`config.mk`:
```
export PLATFORM = sky130hd
export DESIGN_NAME = mul_issue_ctrl
export DESIGN_NICKNAME = d
export VERILOG_FILES = /design/src/rtl/mul_issue_ctrl.sv
export SDC_FILE = /design/constraint.sdc
export NUM_CORES = 1
export LEC_CHECK = 0
export ABC_CLOCK_PERIOD_IN_PS = 6400
export CAP_MARGIN = 20
export CORE_MARGIN = 4
export CORE_UTILIZATION = 40
export DETAILED_ROUTE_END_ITERATION = 10
export PLACE_DENSITY = 0.62
export SETUP_SLACK_MARGIN = 0.2
export SLEW_MARGIN = 20
export SYNTH_ARGS = -nofsm -noshare
export SYNTH_HDL_FRONTEND = slang
export SYNTH_SLANG_ARGS = --single-unit
export TNS_END_PERCENT = 5
```
`constraint.sdc`:
```
create_clock -name clk -period 6.4 [get_ports clk]
set_input_delay 0.96 -clock clk [delete_from_list [all_inputs] [get_ports clk]]
set_output_delay 0.96 -clock clk [all_outputs]
set_load 0.02 [all_outputs]
```
`src/rtl/mul_issue_ctrl.sv`:
```
`timescale 1ns/1ps
// Issue/retire controller for the sequential multiplier: buffers operand pairs,
// drives the valid_data/Done_Flag/ack handshake, and captures product + latency.
//
// state | meaning
// IDLE  | waiting for a buffered pair and a free result register
// ISSUE | operands presented, valid_data high, counting cycles to Done_Flag
// ACK   | product captured, ack held until Done_Flag falls
module mul_issue_ctrl #(
    parameter int W       = 32,
    parameter int DEPTH   = 4,
    parameter int TIMEOUT = 255,
    parameter int LATW    = 8
) (
    input  logic              clk,
    input  logic              reset,
    input  logic              in_valid,
    output logic              in_ready,
    input  logic [W-1:0]      in_a,
    input  logic [W-1:0]      in_b,
    output logic [W-1:0]      mul_a,
    output logic [W-1:0]      mul_b,
    output logic              mul_valid_data,
    output logic              mul_ack,
    input  logic              mul_done,
    input  logic [2*W-1:0]    mul_producto,
    output logic              out_valid,
    input  logic              out_ready,
    output logic [2*W-1:0]    out_producto,
    output logic [LATW-1:0]   out_lat,
    output logic              timeout_err
);

    localparam int AW = $clog2(DEPTH);
    localparam int CW = $clog2(DEPTH + 1);

    typedef enum logic [1:0] {
        S_IDLE  = 2'd0,
        S_ISSUE = 2'd1,
        S_ACK   = 2'd2
    } state_t;

    state_t              r_state;
    state_t              w_state_nxt;

    logic [W-1:0]        r_mem_a [DEPTH];
    logic [W-1:0]        r_mem_b [DEPTH];
    logic [AW-1:0]       r_wr_ptr;
    logic [AW-1:0]       r_rd_ptr;
    logic [CW-1:0]       r_count;

    logic [W-1:0]        r_mul_a;
    logic [W-1:0]        r_mul_b;
    logic                r_mul_valid;
    logic                r_mul_ack;
    logic                r_out_valid;
    logic [2*W-1:0]      r_out_prod;
    logic [LATW-1:0]     r_out_lat;
    logic [LATW-1:0]     r_lat;
    logic                r_timeout_err;

    logic [W-1:0]        w_mul_a_nxt;
    logic [W-1:0]        w_mul_b_nxt;
    logic                w_mul_valid_nxt;
    logic                w_mul_ack_nxt;
    logic                w_out_valid_nxt;
    logic [2*W-1:0]      w_out_prod_nxt;
    logic [LATW-1:0]     w_out_lat_nxt;
    logic [LATW-1:0]     w_lat_nxt;
    logic                w_timeout_err_nxt;

    logic                w_in_ready;
    logic                w_push;
    logic                w_pop;
    logic                w_lat_tc;

    // Ready comes from the registered count only, so a full FIFO refuses a
    // push even when a pop happens in the same cycle.
    assign w_in_ready = (r_count != CW'(DEPTH));
    assign w_push     = in_valid && w_in_ready;
    assign w_pop      = (r_state == S_IDLE) && (r_count != '0) && !r_out_valid;
    assign w_lat_tc   = (r_lat == LATW'(TIMEOUT));

    always_ff @(posedge clk) begin
        if (w_push) begin
            r_mem_a[r_wr_ptr] <= in_a;
            r_mem_b[r_wr_ptr] <= in_b;
        end
    end

    always_ff @(posedge clk) begin
        if (!reset) begin
            r_wr_ptr <= '0;
            r_rd_ptr <= '0;
            r_count  <= '0;
        end else begin
            if (w_push) begin
                r_wr_ptr <= r_wr_ptr + AW'(1);
            end
            if (w_pop) begin
                r_rd_ptr <= r_rd_ptr + AW'(1);
            end
            case ({w_push, w_pop})
                2'b10:   r_count <= r_count + CW'(1);
                2'b01:   r_count <= r_count - CW'(1);
                default: r_count <= r_count;
            endcase
        end
    end

    always_ff @(posedge clk) begin
        if (!reset) begin
            r_state <= S_IDLE;
        end else begin
            r_state <= w_state_nxt;
        end
    end

    always_comb begin
        w_state_nxt = r_state;
        case (r_state)
            S_IDLE: begin
                if (w_pop) begin
                    w_state_nxt = S_ISSUE;
                end
            end
            S_ISSUE: begin
                if (mul_done) begin
                    w_state_nxt = S_ACK;
                end else if (w_lat_tc) begin
                    w_state_nxt = S_IDLE;
                end
            end
            S_ACK: begin
                if (!mul_done) begin
                    w_state_nxt = S_IDLE;
                end
            end
            default: w_state_nxt = S_IDLE;
        endcase
    end

    always_comb begin
        w_mul_a_nxt       = r_mul_a;
        w_mul_b_nxt       = r_mul_b;
        w_mul_valid_nxt   = r_mul_valid;
        w_mul_ack_nxt     = r_mul_ack;
        w_out_valid_nxt   = r_out_valid;
        w_out_prod_nxt    = r_out_prod;
        w_out_lat_nxt     = r_out_lat;
        w_lat_nxt         = r_lat;
        w_timeout_err_nxt = r_timeout_err;

        if (r_out_valid && out_ready) begin
            w_out_valid_nxt = 1'b0;
        end

        case (r_state)
            S_IDLE: begin
                if (w_pop) begin
                    w_mul_a_nxt     = r_mem_a[r_rd_ptr];
                    w_mul_b_nxt     = r_mem_b[r_rd_ptr];
                    w_mul_valid_nxt = 1'b1;
                    w_lat_nxt       = LATW'(1);
                end
            end
            S_ISSUE: begin
                // Done_Flag wins over the timeout on the terminal cycle.
                if (mul_done) begin
                    w_out_prod_nxt  = mul_producto;
                    w_out_lat_nxt   = r_lat;
                    w_out_valid_nxt = 1'b1;
                    w_mul_valid_nxt = 1'b0;
                    w_mul_ack_nxt   = 1'b1;
                end else if (w_lat_tc) begin
                    w_mul_valid_nxt   = 1'b0;
                    w_timeout_err_nxt = 1'b1;
                end else begin
                    w_lat_nxt = r_lat + LATW'(1);
                end
            end
            S_ACK: begin
                if (!mul_done) begin
                    w_mul_ack_nxt = 1'b0;
                end
            end
            default: ;
        endcase
    end

    always_ff @(posedge clk) begin
        if (!reset) begin
            r_mul_a       <= '0;
            r_mul_b       <= '0;
            r_mul_valid   <= 1'b0;
            r_mul_ack     <= 1'b0;
            r_out_valid   <= 1'b0;
            r_out_prod    <= '0;
            r_out_lat     <= '0;
            r_lat         <= '0;
            r_timeout_err <= 1'b0;
        end else begin
            r_mul_a       <= w_mul_a_nxt;
            r_mul_b       <= w_mul_b_nxt;
            r_mul_valid   <= w_mul_valid_nxt;
            r_mul_ack     <= w_mul_ack_nxt;
            r_out_valid   <= w_out_valid_nxt;
            r_out_prod    <= w_out_prod_nxt;
            r_out_lat     <= w_out_lat_nxt;
            r_lat         <= w_lat_nxt;
            r_timeout_err <= w_timeout_err_nxt;
        end
    end

    assign in_ready       = w_in_ready;
    assign mul_a          = r_mul_a;
    assign mul_b          = r_mul_b;
    assign mul_valid_data = r_mul_valid;
    assign mul_ack        = r_mul_ack;
    assign out_valid      = r_out_valid;
    assign out_producto   = r_out_prod;
    assign out_lat        = r_out_lat;
    assign timeout_err    = r_timeout_err;

endmodule

```
==> metrics.yaml <==
logic_synthesis:
  avgSynthCellArea_um2: 15.0
  synth-edff-count: 256
  ys.flop_type: "edfxtp_1"
  synth_nets: 1137
  synthTopCellsByArea: "edfxtp_1, dfxtp_1, mux4_2"
  synth_area_um2: 15000
  synth_top_area_share: 0.513
  synth_cells: 997
  synth_seq_cells: 413
  yosysSeqAreaShare: 0.723
  yosys_warnings: 0
  async_flop_share: 0
  synthDistinctLibCells: 46
  synth_area_leader_cell: "edfxtp_1"
pwr:
  p_sw_frac: 0.295
  internal_power_uw: 5560
  p_sw_uw: 2330
  power_uw: 7890
  irDropWorstVdd_mv: 0.250
  power_frac_seq: 0.441
  p_clk_frac: 0.308
  p_per_area_nw_per_um2: 403
  p_leak_uw: 0.00631
  p_comb_frac: 0.251
timing:
  relSlewSlack: 0.295
  fmax_mhz: 320
  hold_ws_ns: 0.451
  period_share: 0.488
  grt_setup_unrepaired: "false"
  final-hold-violation-count: 0
  setup_viol: 0
  slew_viol_final: 0
  finalCriticalPeriod_ns: 3.13
  worst_pin_slew_ns: 1.06
  finalSetupTns_ns: 0
  clock_skew_ns: 0.0156
global_route:
  antenna_found_initial: 2
  grt_max_degree: 75
  grt_pass1_wl_um: 52800
  grt_pass1_vias: 9015
  grt_use_total: 0.165
  grt-ovfl-total: 0
clock_network:
  ctsHoldBuffers: 0
  cts_setup_buffers: 0
  cts_tree: "yes"
  htreeDepth: 2
  cts.sinks: 413
  path_clk_slew_ns: 0.06
  cts-root-buf: "clkbuf_16"
  cts_made_buffers: 43
  max-clock-path-buffers: 3
  clkLatencyLatePin_ns: 0.55
  cts_resized: 0
cells_and_area:
  fill_cells: 3042
  layout.cells.most_common_list: "clkdlybuf4s50_1, edfxtp_1, nand2_1, dfxtp_1, a21oi_1"
  fin_nets: 1399
  area_growth_syn_to_layout_pct: 30.5
  layout_commonest_cell: "clkdlybuf4s50_1"
  drive_above_1_share: 0.121
  design_area_um2: 19600
hold_path:
  hold_class: "reg2reg"
floorplan:
  coreArea_um2: 36800
  num_rows: 70
  io_pins: 274
  die_area_um2: 40600
  initial_utilization: 0.407
  die-width_um: 202
  die_h_um: 202
setup_path:
  crit_type: "reg2out"
  cpMaxStageDelayCell: "clkdlybuf4s50_1"
  reg2reg_slack_ns: 3.85
  cp_max_fo: 10
  arrival_ns: 2.17
  endpoint_kind: "output port"
  slowest_delay_ns: 0.62
  start_kind: "flop"
  crit_chain: "or3b_2 > clkdlybuf4s50_1"
  required_ns: 5.44
drt:
  drcViolationCount: 0
  vias_per_cell: 5.08
  ant_nets: 0
  routed_wl_um: 34300
  wl_per_cell_um: 19.4
  dr.pass1.iters: 4
  vias: 8956
  drt-initial-drc-count: 325
status:
  status: "completed"
placement:
  placed_area_um2: 18100
  hpwl_um: 19900
  place_congestion: 0.820
  port_buffers: 273
flow_run:
  drv_cap: 0
worst paths after layout:
path,startpoint,endpoint,cells after the start
worst max-delay path,r_count[2],in_ready,2
worst max register to register,r_state[0],r_count[2],9
worst min register to register,out_producto[58],out_producto[58],2
worst min-delay path,out_producto[58],out_producto[58],2
worst max-delay path, delay by kind of cell, from the launching register on:
family                 cells  cell delay [ns]
flip-flops                 1             0.40
buffers and inverters      1             0.62
AND/OR/NAND/NOR            1             0.59
area by class of cell:
type                    instances  area (um2)  share of cell area
diodes                          2        5.00            0.000256
clock buffers                  56        1170              0.0596
flip-flops and latches        413       10800               0.554
inverters                       9        33.8             0.00173
multi-input cells             507        3860               0.197
well taps                     468         586              0.0299
clock inverters                24         228              0.0116
repair buffers                285        2840               0.145
sequential cells by signal, summed over array words and instances (netlist names):
name            cells
out_lat             8
mul_a              32
mul_valid_data      1
r_lat               8
r_rd_ptr            2
r_count             3
r_wr_ptr            2
mul_ack             1
timeout_err         1
out_valid           1
out_producto       64
mul_b              32
r_mem_b           128
r_state             2
r_mem_a           128
Yosys cell counts, drive strengths merged, types with 2 or more instances:
library cell	n
or3	6
nand2	218
dfxtp	157
buf	25
nor4	3
xor2	2
edfxtp	256
mux2i	5
a211o	3
nor3	3
nand3	5
a211oi	2
inv	9
o2bb2ai	64
o211ai	6
o21ai	4
clkbuf	43
nand2b	3
and3	5
ha	6
or3b	2
a21oi	83
nor2	4
a21o	3
a31oi	2
mux4	64
metrics by stage:
step | instances | worst slack, ns | utilization
after global routing | 1762 | 3.19 | 0.532
after CTS | 1761 | 3.23 | 0.531
after floorplan | 997 | 3.21 | -
final | 1764 | 3.27 | 0.532
after detailed placement | 1681 | 3.19 | 0.493
after global placement | 1681 | 3.21 | 0.493
layer usage:
metal | share of wire | global-route usage
met3 | 0.081 | 0.0537
met4 | 0.020 | 0.0439
met2 | 0.47 | 0.271
met5 | 0.00076 | 0
met1 | 0.42 | 0.212
power by group through the flow:
stage / clock (uW) / combinational, uW / sequential (uW)
floorplan: 0 / 996 / 3670
global placement: 0 / 1990 / 3540
detailed placement: 0 / 2010 / 3550
CTS: 2510 / 2010 / 3490
global route: 2620 / 2140 / 3530
finish: 2430 / 1980 / 3470
cells by family (layout without fill, tap and decap cells):
| logic type | after synthesis | in the layout | share of synthesized area |
|---|---|---|---|
| flops | 413 | 413 | 0.723 |
| other cells | 0 | 2 | 0 |
| simple gates | 257 | 257 | 0.0716 |
| buf+inv | 77 | 374 | 0.0210 |
| mux | 69 | 69 | 0.0995 |
| compound gates | 172 | 172 | 0.0777 |
| xor+xnor | 2 | 2 | 0.00117 |
| fa+ha+maj | 7 | 7 | 0.00635 |
Power figures use the tool's default switching activity.
